==> src/rtl/gray_rx_decoder.sv <==
// gray_rx_decoder: synchronizes a Gray-coded count, decodes it to binary
// and reports +1/-1 steps, wrap-around and illegal jumps.
module gray_rx_decoder #(
    parameter int N           = 4,
    parameter int SYNC_STAGES = 2
) (
    input  logic         clk,
    input  logic         reset,
    input  logic [N-1:0] gray_in,
    output logic [N-1:0] bin_out,
    output logic         valid,
    output logic         step_up,
    output logic         step_down,
    output logic         wrap,
    output logic         err,
    output logic [7:0]   err_count
);

    localparam int CW = $clog2(SYNC_STAGES + 1);
    localparam logic [CW-1:0] FILL_LAST = CW'(SYNC_STAGES - 1);
    localparam logic [N-1:0]  BIN_ONE   = N'(1);
    localparam logic [N-1:0]  BIN_MAX   = '1;

    typedef enum logic [1:0] {
        FILL  = 2'd0,
        ACQ   = 2'd1,
        TRACK = 2'd2
    } state_t;

    state_t        state_q, state_d;
    logic [CW-1:0] fill_cnt_q, fill_cnt_d;
    logic [N-1:0]  sync_q [SYNC_STAGES];
    logic [N-1:0]  sync_d [SYNC_STAGES];
    logic [N-1:0]  bin_out_q, bin_out_d;
    logic          valid_q, valid_d;
    logic          step_up_q, step_up_d;
    logic          step_down_q, step_down_d;
    logic          wrap_q, wrap_d;
    logic          err_q, err_d;
    logic [7:0]    err_count_q, err_count_d;

    logic [N-1:0]  g_sync;
    logic [N-1:0]  bin_cur;
    logic [N-1:0]  bin_inc;
    logic [N-1:0]  bin_dec;

    // Synchronizer chain: shift gray_in toward g_sync one stage per edge
    always_comb begin
        sync_d[0] = gray_in;
        for (int i = 1; i < SYNC_STAGES; i++) begin
            sync_d[i] = sync_q[i-1];
        end
    end

    assign g_sync = sync_q[SYNC_STAGES-1];

    // Gray-to-binary: each binary bit is the parity of the Gray bits at and above it
    always_comb begin
        bin_cur = '0;
        for (int i = 0; i < N; i++) begin
            bin_cur[i] = ^(g_sync >> i);
        end
    end

    assign bin_inc = bin_out_q + BIN_ONE;
    assign bin_dec = bin_out_q - BIN_ONE;

    // Next-state and output logic: fill, acquire once, then classify every edge
    always_comb begin
        state_d     = state_q;
        fill_cnt_d  = fill_cnt_q;
        bin_out_d   = bin_out_q;
        valid_d     = valid_q;
        step_up_d   = 1'b0;
        step_down_d = 1'b0;
        wrap_d      = 1'b0;
        err_d       = 1'b0;
        err_count_d = err_count_q;
        unique case (state_q)
            FILL: begin
                fill_cnt_d = fill_cnt_q + CW'(1);
                if (fill_cnt_q == FILL_LAST) begin
                    fill_cnt_d = '0;
                    state_d    = ACQ;
                end
            end
            ACQ: begin
                bin_out_d = bin_cur;
                valid_d   = 1'b1;
                state_d   = TRACK;
            end
            TRACK: begin
                if (bin_cur == bin_out_q) begin
                    bin_out_d = bin_out_q;
                end else if (bin_cur == bin_inc) begin
                    bin_out_d = bin_cur;
                    step_up_d = 1'b1;
                    wrap_d    = (bin_out_q == BIN_MAX);
                end else if (bin_cur == bin_dec) begin
                    bin_out_d   = bin_cur;
                    step_down_d = 1'b1;
                    wrap_d      = (bin_out_q == '0);
                end else begin
                    // Illegal jump: flag it and resynchronize to the new value
                    bin_out_d = bin_cur;
                    err_d     = 1'b1;
                    if (err_count_q != 8'hFF) begin
                        err_count_d = err_count_q + 8'd1;
                    end
                end
            end
            default: begin
                state_d = FILL;
            end
        endcase
    end

    // State registers, all cleared asynchronously by reset
    always_ff @(posedge clk or posedge reset) begin
        if (reset) begin
            state_q     <= FILL;
            fill_cnt_q  <= '0;
            for (int i = 0; i < SYNC_STAGES; i++) begin
                sync_q[i] <= '0;
            end
            bin_out_q   <= '0;
            valid_q     <= 1'b0;
            step_up_q   <= 1'b0;
            step_down_q <= 1'b0;
            wrap_q      <= 1'b0;
            err_q       <= 1'b0;
            err_count_q <= '0;
        end else begin
            state_q     <= state_d;
            fill_cnt_q  <= fill_cnt_d;
            for (int i = 0; i < SYNC_STAGES; i++) begin
                sync_q[i] <= sync_d[i];
            end
            bin_out_q   <= bin_out_d;
            valid_q     <= valid_d;
            step_up_q   <= step_up_d;
            step_down_q <= step_down_d;
            wrap_q      <= wrap_d;
            err_q       <= err_d;
            err_count_q <= err_count_d;
        end
    end

    assign bin_out   = bin_out_q;
    assign valid     = valid_q;
    assign step_up   = step_up_q;
    assign step_down = step_down_q;
    assign wrap      = wrap_q;
    assign err       = err_q;
    assign err_count = err_count_q;

endmodule

==> config.mk <==
export PLATFORM = sky130hd
export DESIGN_NAME = gray_rx_decoder
export DESIGN_NICKNAME = d
export VERILOG_FILES = /design/src/rtl/gray_rx_decoder.sv
export SDC_FILE = /design/constraint.sdc
export NUM_CORES = 1
export LEC_CHECK = 0
export CORE_ASPECT_RATIO = 1.1
export CORE_MARGIN = 1
export CORE_UTILIZATION = 54
export CTS_BUF_LIST = sky130_fd_sc_hd__clkbuf_8
export DETAILED_ROUTE_END_ITERATION = 8
export PLACE_DENSITY = 0.78
export SLEW_MARGIN = 10
export SYNTH_ARGS = -nofsm -noshare
export SYNTH_HDL_FRONTEND = slang
export SYNTH_SLANG_ARGS = --single-unit
==> constraint.sdc <==
create_clock -name clk -period 3.2 [get_ports clk]
set_clock_uncertainty 0.2 [all_clocks]
set_input_delay 0.64 -clock clk [delete_from_list [all_inputs] [get_ports clk]]
set_output_delay 0.64 -clock clk [all_outputs]
set_load 0.02 [all_outputs]
==> impl_metrics.yaml <==
clocking:
  h-tree-depth: 2
  cts_sinks: 29
  clock_path_buffers: 2
  post_cts_resized: 0
  cts_setup_buffers: 0
  root_buffer: "clkbuf_8"
  path_clk_slew_ps: 60
  tritoncts: "yes"
  cts_buffers: 5
  clock_latency_ps: 280
  hold_buffers: 0
setup_path:
  worstPathMaxFanout: 8
  startpoint: "bin_out[0]$_DFFE_PP0P_"
  critPathLaunchType: "flop"
  critPathArrivalTime_ps: 2520
  reg2reg_setup_slack_ps: 650
  reg2reg_to: "err_count[1]$_DFFE_PP0P_"
  worstSetupPathType: "reg2reg"
  rr_worst_depth: 7
  required_ps: 3170
  cp-end-kind: "flop"
  r2r_start: "bin_out[0]$_DFFE_PP0P_"
finish:
  area_delta_synth_final_pct: 26.4
  final_nets: 151
  nFillCells: 161
  final_layout_size_suffix_gt1_share_pct: 14.8
  mostFrequentLayoutCell: "dfrtp_1"
  insertedDiodeCount: 0
  mostFrequentLayoutCells: "29 x dfrtp_1, 22 x clkdlybuf4s50_1, 14 x xnor2_1"
pwr:
  irDropWorstVdd_mv: 0.569
  leakagePower_uw: 0.000757
  powerDensity_nw_per_um2: 834
global_routing:
  grt_pass1_vias: 867
  antenna_found_initial: 0
  grt_pass1_wl_um: 3800
  gr-total-overflow: 0
  grtUsageTotal_pct: 19.9
  grt_max_degree: 30
logic_synthesis:
  synth_edf_count: 0
  async_flop_share_pct: 100
  yosys_register_bits: 29
  synthCells: 114
  ys_warn_count: 0
  ys_seq_area_share_pct: 52.5
  synth_nets: 124
  synth_cell_type_count: 35
  syn_area_per_cell_um2: 12.1
  yosys_most_used_dff: "dfrtp_1"
  synth_area_um2: 1380
sta:
  hold_viol_final: 0
  tns_ps: 0
  fin_crit_ps: 2550
  maxSlewViolCount: 0
  fmax_mhz: 392
  tightest_slew_ps: 543
  finalSetupViolations: 0
  rsz0062_at_grt: "no"
  min_period_over_period_pct: 79.6
  whs_ps: 147
  slew_headroom_pct: 63.8
worst_hold_path:
  hold_class: "reg2reg"
  hp-start: "sync_d[1]$_DFF_PP0_"
  hold_depth: 0
  whs_endpoint: "g_sync[1]$_DFF_PP0_"
job:
  max_cap_viol_count: 0
die:
  num_rows: 18
  dieArea_um2: 2760
  core_um2: 2340
  start_util_pct: 59.0
  die_y_um: 55.0
  io_pins: 23
  die_w_um: 50.2
detailed_routing:
  wirelength_um: 2220
  vias_per_cell: 5.23
  drc: 0
  wl_per_cell_um: 12.9
  antenna_left: 0
  drtIter0Drc: 12
  via_count: 899
  dr.pass1.iters: 4
placed_design:
  io_buffers: 22
  gp_congestion: 0.884
  dpl.hpwl_um: 1540
status:
  status: "finished, final reports clean"
[power breakdown]
| part | internal [uW] | switching, uW | leakage [uW] |
|---|---|---|---|
| Sequential | 440 | 81.2 | 0.000349 |
| Clock | 253 | 139 | 0.0000574 |
| Combinational | 285 | 258 | 0.000350 |
| Total | 977 | 478 | 0.000757 |
[worst max-delay path by stage]
stage / end / slack [ps] / depth (start not counted)
after floorplan: err_count[1]$_DFFE_PP0P_ / 670 / 7
after global routing: err_count[1]$_DFFE_PP0P_ / 510 / 7
final: err_count[1]$_DFFE_PP0P_ / 650 / 7
after detailed placement: err_count[1]$_DFFE_PP0P_ / 660 / 6
after CTS: err_count[1]$_DFFE_PP0P_ / 650 / 6
after global placement: err_count[1]$_DFFE_PP0P_ / 700 / 7
[logic make-up (layout without fill, tap and decap cells)]
logic type,after synthesis,in the layout,synth area share (%)
adders and majority gates,4,4,3.62
and+or+nand+nor,37,37,16.2
buffers and inverters,9,37,3.17
AOI/OAI and AO/OA,7,7,4.71
DFF,29,29,52.5
xor gates and xnor gates,23,23,15.7
muxes,5,5,4.08
[layout make-up]
class,instances,area [um2],area share (%)
Multi-Input combinational cell,76,612,35.1
Inverter,6,22.5,1.29
Clock buffer,6,82.6,4.73
Tap cell,30,37.5,2.15
Timing Repair Buffer,23,228,13.0
Sequential cell,29,726,41.6
Clock inverter,2,37.5,2.15
[Yosys cell counts (2+ instances only)]
cell	n	area, um2
dfrtp_1	29	726
xnor2_1	14	123
nor2_1	9	33.8
xor2_1	8	70.1
inv_1	6	22.5
nand3_1	5	25.0
ha_1	4	50.1
nand2_1	4	15.0
mux2i_1	3	30.0
nand4_1	3	18.8
nand4b_1	3	26.3
clkbuf_1	2	7.51
nor3_1	2	10.0
[critical path, stage by stage, from the launching register on]
cell and delay (ps):
dfrtp_1 460, inv_1 110, ha_1 310, xor2_1 180, or3_4 420, a21oi_4 220, and3b_4 240, mux2_4 290
[registers in the layout (all words and copies together) (netlist names)]
signal and cells:
err_count 8, bin_out 4, g_sync 4, sync_d 4
fill_cnt_q 2, state_q 2, err 1, step_down 1
step_up 1, valid 1, wrap 1
[metrics by stage]
| step | cells | power [uW] | setup slack (ps) | util, % | area [um2] |
|---|---|---|---|---|---|
| floorplan | 114 | 883 | 673 | - | 1380 |
| global placement | 164 | 1060 | 702 | 69.4 | 1630 |
| detailed placement | 164 | 1070 | 664 | 69.4 | 1630 |
| CTS | 172 | 1460 | 650 | 74.5 | 1750 |
| global route | 172 | 1540 | 507 | 74.5 | 1750 |
| finish | 172 | 1460 | 651 | 74.5 | 1750 |
[layer usage]
layer	up-vias	track usage, %	wire length, um
met3	10	6.83	103
met2	28	31.3	1040
met5	-	0	0
met4	0	13.8	58
met1	422	23.3	1010
li1	439	-	-
No activity file was read; power rests on OpenSTA's default activity.
==> patch (same flow settings) <==
The 3 states of `state_t` get a one-hot encoding in 3 bits.
--- a/src/rtl/gray_rx_decoder.sv
+++ b/src/rtl/gray_rx_decoder.sv
@@ -21,10 +21,10 @@
     localparam logic [N-1:0]  BIN_ONE   = N'(1);
     localparam logic [N-1:0]  BIN_MAX   = '1;
 
-    typedef enum logic [1:0] {
-        FILL  = 2'd0,
-        ACQ   = 2'd1,
-        TRACK = 2'd2
+    typedef enum logic [2:0] {
+        FILL  = 3'b001,
+        ACQ   = 3'b010,
+        TRACK = 3'b100
     } state_t;
 
     state_t        state_q, state_d;
Behaviour: no difference found for any inputs over 10 cycles, from zero or initial values and one cycle with reset high; not proved beyond that.
==> patch against the unedited design <==
  * Final area grew 1.7%
  * Sequential cell count grew 1
  * Synthesized area is 3.3% higher
  * Hold slack got worse by 0.011 ns
  * Clock power decreased by 20%
  * Wire length grew 8.4%
  * Sequential share of layout area increased by 0.78 points
  * Cell count rose by 5.2%
  * Worst setup slack got worse by 0.18 ns
  * Count of clock-buffer cells in the layout unchanged
  * Power decreased by 5.0%
==> patch: results (changes against the unedited design) <==
• 1240 µm — amount of wire on met2 after detailed routing, +19%
• finished clean — outcome
• 5.74% — global-route met3 utilization, -1.1 points
• 5.31 — mean number of vias per cell, +1.6%
• 88 µm — met3 wire length, -15%
• 0.555 mV — Worst IR Drop VDD, -2.4%
• 15.0% — post-synthesis xor/xnor area fraction, -0.67 points
• 22.7% — global routing met1 resource utilization, -0.67 points
• 8 — Worst R2R Path Depth, +1
• 11 — DRC marker count from the first detailed-route iteration, -1
• 1780 µm — detailed placement HPWL, +16%
• 159 — total number of nets in the final design, +5.3%
• 18 — largest net degree at the start of global routing, -40%
• 0.469 ns — Worst Setup Slack, final, -0.183 ns
• 131 — total nets after synthesis, +5.6%
• 2.70 ns — worst endpoint data arrival time, +0.18 ns
• 0.898 mW — Cell Int Power, -8.2%
• 0.510 ns — post-place setup slack, -0.154 ns
• 13.3 µm — routed length per instance, +3.0%
• 52.7% — register area share after synthesis, +0.18 points
• compound AO/OA/AOI/OAI gates — crit-path leading delay family
• 1010 µm — sum of routed wire segments on met1, -0.30%
• 0.47 ns — worst reg-to-reg setup slack, -0.18 ns
• 34.4% — met2 usage, +3.1 points
• 12.7% — proportion of layout cells with a drive suffix above 1, -2.1 points
• 20.7% — Total Routing Usage GR, +0.74 points
• 2410 µm — wire length reported by the detailed router, +8.4%
• 121 — number of instances in the synthesized netlist, +6.1%
• 36 — post-synth cell types, +2.9%
• 4200 µm — first-pass GRT wire length, +11%
• 0.312 mW — clock group power, -20%
• 0.786 nW — total leakage power, +3.9%
[patch: cell count changes after synthesis, moves of 2 or more]
| cell | delta |
|---|---|
| sky130_fd_sc_hd__and3_1 | +2 |
| sky130_fd_sc_hd__nand2_1 | +3 |
| sky130_fd_sc_hd__xnor2_1 | -3 |
| sky130_fd_sc_hd__nor2b_1 | +2 |
| sky130_fd_sc_hd__nand3_1 | +3 |
| sky130_fd_sc_hd__mux2_2 | +3 |
| sky130_fd_sc_hd__nand4b_1 | -2 |
[patch: cell type report]
| type | instances | area, µm² |
|---|---|---|
| flip-flops and latches | 30 | 752 |
| clock buffers | 6 | 82.6 |
| well taps | 31 | 38.8 |
| clock inverters | 2 | 8.76 |
| inverters | 5 | 18.8 |
| multi-input cells | 84 | 647 |
| repair buffers | 23 | 228 |
| fillers | 185 | 721 |
